<file path="src/rtl/axis_pkt_arbiter.sv">
// Packet-level round-robin arbiter for AXI-Stream: holds a grant for a whole packet and
// registers the merged stream through a two-entry skid buffer.
module axis_pkt_arbiter #(
  parameter int S_COUNT    = 4,
  parameter int DATA_WIDTH = 64,
  parameter int KEEP_WIDTH = DATA_WIDTH / 8,
  parameter int USER_WIDTH = 1,
  localparam int ID_WIDTH  = (S_COUNT > 1) ? $clog2(S_COUNT) : 1
) (
  input  logic                             clk,
  input  logic                             rst_n,
  input  logic [S_COUNT*DATA_WIDTH-1:0]    s_axis_tdata,
  input  logic [S_COUNT*KEEP_WIDTH-1:0]    s_axis_tkeep,
  input  logic [S_COUNT-1:0]               s_axis_tvalid,
  output logic [S_COUNT-1:0]               s_axis_tready,
  input  logic [S_COUNT-1:0]               s_axis_tlast,
  input  logic [S_COUNT*USER_WIDTH-1:0]    s_axis_tuser,
  output logic [DATA_WIDTH-1:0]            m_axis_tdata,
  output logic [KEEP_WIDTH-1:0]            m_axis_tkeep,
  output logic                             m_axis_tvalid,
  input  logic                             m_axis_tready,
  output logic                             m_axis_tlast,
  output logic [ID_WIDTH-1:0]              m_axis_tid,
  output logic [USER_WIDTH-1:0]            m_axis_tuser,
  output logic                             busy,
  output logic [ID_WIDTH-1:0]              grant_idx
);

  localparam logic STATE_IDLE = 1'b0;
  localparam logic STATE_XFER = 1'b1;

  typedef struct packed {
    logic [DATA_WIDTH-1:0] data;
    logic [KEEP_WIDTH-1:0] keep;
    logic                  last;
    logic [ID_WIDTH-1:0]   id;
    logic [USER_WIDTH-1:0] user;
  } beat_t;

  logic                state_q, state_d;
  logic [ID_WIDTH-1:0] grant_q, grant_d;
  logic [ID_WIDTH-1:0] last_grant_q, last_grant_d;
  logic                out_valid_q, out_valid_d;
  logic                skid_valid_q, skid_valid_d;
  beat_t               out_beat_q, skid_beat_q;

  logic                arb_found;
  logic [ID_WIDTH-1:0] arb_idx;
  logic                hi_found, lo_found;
  logic [ID_WIDTH-1:0] hi_idx, lo_idx;
  logic                sel_valid;
  beat_t               sel_beat;
  logic                in_ready, in_fire;
  logic                load_out, load_skid, move_skid;

  // Input readiness depends only on registered state, so m_axis_tready never
  // reaches s_axis_tready combinationally.
  assign in_ready = (state_q == STATE_XFER) && !skid_valid_q;
  assign in_fire  = in_ready && sel_valid;

  // Round-robin: lowest requester above last_grant wins, else lowest overall.
  // NOTE: every always_comb output gets a default first, so no path can infer a latch.
  always_comb begin
    hi_found = 1'b0;
    hi_idx   = '0;
    lo_found = 1'b0;
    lo_idx   = '0;
    for (int i = S_COUNT - 1; i >= 0; i--) begin
      if (s_axis_tvalid[i]) begin
        lo_found = 1'b1;
        lo_idx   = ID_WIDTH'(i);
        if (i > int'(last_grant_q)) begin
          hi_found = 1'b1;
          hi_idx   = ID_WIDTH'(i);
        end
      end
    end
    arb_found = lo_found;
    arb_idx   = hi_found ? hi_idx : lo_idx;
  end

  always_comb begin
    sel_valid     = 1'b0;
    sel_beat      = '0;
    sel_beat.id   = grant_q;
    s_axis_tready = '0;
    for (int i = 0; i < S_COUNT; i++) begin
      if (grant_q == ID_WIDTH'(i)) begin
        sel_valid        = s_axis_tvalid[i];
        sel_beat.data    = s_axis_tdata[i*DATA_WIDTH +: DATA_WIDTH];
        sel_beat.keep    = s_axis_tkeep[i*KEEP_WIDTH +: KEEP_WIDTH];
        sel_beat.last    = s_axis_tlast[i];
        sel_beat.user    = s_axis_tuser[i*USER_WIDTH +: USER_WIDTH];
        s_axis_tready[i] = in_ready;
      end
    end
  end

  always_comb begin
    state_d      = state_q;
    grant_d      = grant_q;
    last_grant_d = last_grant_q;
    case (state_q)
      STATE_IDLE: begin
        if (arb_found) begin
          grant_d = arb_idx;
          state_d = STATE_XFER;
        end
      end
      default: begin
        if (in_fire && sel_beat.last) begin
          last_grant_d = grant_q;
          state_d      = STATE_IDLE;
        end
      end
    endcase
  end

  // The skid slot only fills while the output slot is full and stalled.
  always_comb begin
    out_valid_d  = out_valid_q;
    skid_valid_d = skid_valid_q;
    load_out     = 1'b0;
    load_skid    = 1'b0;
    move_skid    = 1'b0;
    if (!out_valid_q || m_axis_tready) begin
      if (skid_valid_q) begin
        move_skid    = 1'b1;
        out_valid_d  = 1'b1;
        skid_valid_d = 1'b0;
      end else if (in_fire) begin
        load_out    = 1'b1;
        out_valid_d = 1'b1;
      end else begin
        out_valid_d = 1'b0;
      end
    end else if (in_fire) begin
      load_skid    = 1'b1;
      skid_valid_d = 1'b1;
    end
  end

  // NOTE: sequential state uses non-blocking assignments so every flop samples pre-edge values.
  always_ff @(posedge clk or negedge rst_n) begin
    if (!rst_n) begin
      state_q      <= STATE_IDLE;
      grant_q      <= '0;
      last_grant_q <= ID_WIDTH'(S_COUNT - 1);
      out_valid_q  <= 1'b0;
      skid_valid_q <= 1'b0;
    end else begin
      state_q      <= state_d;
      grant_q      <= grant_d;
      last_grant_q <= last_grant_d;
      out_valid_q  <= out_valid_d;
      skid_valid_q <= skid_valid_d;
    end
  end

  // NOTE: payload registers carry no reset; their valid flags above gate every use.
  always_ff @(posedge clk) begin
    if (load_out) begin
      out_beat_q <= sel_beat;
    end else if (move_skid) begin
      out_beat_q <= skid_beat_q;
    end
    if (load_skid) begin
      skid_beat_q <= sel_beat;
    end
  end

  assign m_axis_tvalid = out_valid_q;
  assign m_axis_tdata  = out_beat_q.data;
  assign m_axis_tkeep  = out_beat_q.keep;
  assign m_axis_tlast  = out_beat_q.last;
  assign m_axis_tid    = out_beat_q.id;
  assign m_axis_tuser  = out_beat_q.user;
  assign busy          = (state_q == STATE_XFER);
  assign grant_idx     = grant_q;

endmodule

</file>
<file path="config.mk">
export PLATFORM = sky130hd
export DESIGN_NAME = axis_pkt_arbiter
export DESIGN_NICKNAME = d
export VERILOG_FILES = /design/src/rtl/axis_pkt_arbiter.sv
export SDC_FILE = /design/constraint.sdc
export NUM_CORES = 1
export LEC_CHECK = 0
export BUFFER_PORTS_ARGS = -buffer_cell sky130_fd_sc_hd__buf_2
export CAP_MARGIN = 25
export CORE_MARGIN = 3
export CORE_UTILIZATION = 35
export CTS_CLUSTER_SIZE = 12
export DETAILED_ROUTE_END_ITERATION = 10
export PLACE_DENSITY = 0.66
export SLEW_MARGIN = 5
export SYNTH_ARGS = -nofsm -noshare
export SYNTH_HDL_FRONTEND = slang
export SYNTH_SLANG_ARGS = --single-unit
</file>
<file path="constraint.sdc">
create_clock -name clk -period 8.7 [get_ports clk]
set_input_delay 0 -clock clk [delete_from_list [all_inputs] [get_ports clk]]
set_output_delay 0 -clock clk [all_outputs]
set_load 0.02 [all_outputs]
</file>
==> metrics <==
CP endpoint kind register; setup bufs post-CTS 0; grt ovf 0; filler cell count 1,859; clock latency on the worst-skew pair 0.41 ns; final worst path period share 37.4%; H-tree levels 4; RSZ-0062 raised after global routing no; ANT nets after route 0; setup_tns 0 ns; Final Skew 0.00979 ns; vias per cell between 4 and 5; hold path depth 2; CP Max Fanout 48; pin count of the biggest net entering global routing 84; layout cell share with drive strength beyond 1 roughly two thirds; most common cell in the netlist edfxtp_1; # setup viols final 0; CTS Sinks 159; clock tree buffer depth 2; CTS root buffer clkbuf_16; FF-to-FF path depth 3; # rows 54; DRC viols 0; die area 24,300 um^2; aggregate global-route resource usage 16.5%; DR vias 5,611; Max-Cap Viols 0; Die Width 156 um; CP arrival approximately 3.4 ns; Min Hold Slack approximately 0.021 ns; Leak 0.00483 uW; worst vdd ir about 340 uV; sequential area share after synthesis 60.4%; CTS buffer count 17; #FFs+latches synth 159; router iterations before antenna repair 4; Primary FF master, synth edfxtp_1; fin crit period 3.25 ns; HPWL after DPL 14.6 mm; Fin. Hold Viols 0; routability cong. 0.791; Worst Path Required 8.86 ns; nets 1,157; Fmax 308 MHz; Worst Hold Class in2reg; CTS tree done; area of the core 22,000 um^2; Max Slew Vio Count 0; Startpoint Class register; Setup CP Type reg2reg; synthesized cell area between 7000 and 8000 um^2; fin util 52.7%; die span in y 156 um; fraction of registers with async set/reset 4.40%; Starting Density between 30 and 40%; first-pass GRT wire length 30.8 mm; drt total wl between 20 and 25 mm; synthesis-to-finish area growth 47.5%; vias in the first global route roughly 5,600; synth top area cells edfxtp_1, mux4_2, mux2_4, mux2_2, dfrtp_1; syn nets 683; routed wire length per instance 18.1 um; I/O pins 387; Ys Warns 0; max_slew headroom between 40% and 50%; post-synth top area share 58.1%; IO Port Bufs slightly below 400; antenna violations before repair 6; DRT iter0 DRCs roughly 260; syn avg cell area 20.7 um^2; Power Dens Cells 343 nW/um^2; Final Non-Filler Cells 1,151; worst-margin pin slew 0.822 ns; status finished, final reports clean; count of cell types in the netlist 29; EDFF count, synth approximately 150; Post-synth top cells edfxtp_1, mux4_2, mux2_4, mux2_2, buf_2; Inst Count DP ~1,000; cells after synthesis 380; Clk pin slew, worst setup/hold paths 0.07 ns; area leader, netlist edfxtp_1
metal layers:
layer | global-route usage [%] | up-vias | share of wire [%]
li1 | - | 2574 | -
met1 | 20.2 | 2764 | 39
met2 | 28.0 | 238 | 52
met3 | 5.77 | 29 | 8.1
met4 | 4.37 | 6 | 1.2
met5 | 0 | - | 0.13
final timing paths:
path / slack, ns / endpoint / start
hold reg to reg: 0.54 / m_axis_tdata[22] / skid_beat_q[34]
hold / removal: 0.02 / skid_beat_q[4] / s_axis_tkeep[24]
min in group asynchronous: 0.12 / last_grant_q[0] / rst_n
max in group asynchronous: 7.89 / grant_idx[0] / rst_n
setup reg to reg: 5.45 / skid_beat_q[13] / grant_idx[0]
setup / recovery: 5.45 / skid_beat_q[13] / grant_idx[0]
worst max-delay path: stages (launching register included):
cell and delay [ns]:
dfrtp_4 0.92, buf_4 0.76, mux4_2 0.62, dlygate4sd3_1 0.58
cells by family (layout without fill, tap and decap cells):
kind of cell / Yosys count / count (layout) / synth area share (%)
flip-flops: 159 / 159 / 60.4
multiplexers: 157 / 157 / 35.0
buffers and inverters: 29 / 516 / 2.14
AND/OR/NAND/NOR: 25 / 25 / 1.63
AO/OA/AOI/OAI: 10 / 10 / 0.845
other: 0 / 4 / 0
state kept, by name, indices dropped and copies added (netlist names):
name / flops
m_axis_tid: 2
skid_valid_q: 1
skid_beat_q: 76
m_axis_tlast: 1
m_axis_tuser: 1
m_axis_tvalid: 1
grant_idx: 2
m_axis_tdata: 64
m_axis_tkeep: 8
last_grant_q: 2
busy: 1
placed cells by master (no fill, tap or decap), types with 3 or more instances in the layout:
| cell type | synthesis | routed |
|---|---|---|
| a21oi_1 | 5 | 4 |
| buf_4 | 4 | 5 |
| clkbuf_16 | 0 | 17 |
| buf_2 | 11 | 386 |
| nand2_1 | 7 | 7 |
| dlygate4sd3_1 | 0 | 89 |
| edfxtp_1 | 152 | 152 |
| mux2i_1 | 4 | 4 |
| mux2_2 | 39 | 39 |
| clkinv_4 | 0 | 4 |
| dfrtp_1 | 5 | 3 |
| clkinvlp_4 | 0 | 3 |
| diode_2 | 0 | 4 |
| mux4_2 | 74 | 74 |
| nand2b_1 | 3 | 3 |
| nor2_1 | 6 | 5 |
| mux2_4 | 40 | 40 |
stage by stage:
stage | setup slack, ns | total power, uW | cell area (um^2)
6_report | 5.45 | 3970 | 11600
5_1_grt | 5.16 | 4200 | 11600
3_3_place_gp | 5.23 | 3090 | 10000
2_1_floorplan | 3.45 | 2670 | 7850
4_1_cts | 5.37 | 4010 | 11500
3_5_place_dp | 5.45 | 3130 | 10100
cell type report:
| class | count | area (um^2) | area share (%) |
|---|---|---|---|
| Clock inverter | 13 | 131 | 1.13 |
| Clock buffer | 19 | 433 | 3.74 |
| Sequential cell | 159 | 4750 | 41.0 |
| Inverter | 1 | 3.75 | 0.0324 |
| Timing Repair Buffer | 483 | 2930 | 25.3 |
| Tap cell | 280 | 350 | 3.03 |
| Antenna cell | 4 | 10.0 | 0.0865 |
| Multi-Input combinational cell | 192 | 2970 | 25.7 |
report_power, final:
| group | total [uW] | switching, uW | internal [uW] | leakage (uW) |
|---|---|---|---|---|
| Combinational | 1850 | 925 | 927 | 0.00307 |
| Sequential | 1400 | 120 | 1280 | 0.00149 |
| Clock | 714 | 313 | 400 | 0.000266 |
repair_timing:
item	CTS	global route
hold buffers	83	6
gates resized for setup	0	0
endpoints found under the hold margin	50	5
Note: power is estimated with default switching activity, not from simulation.
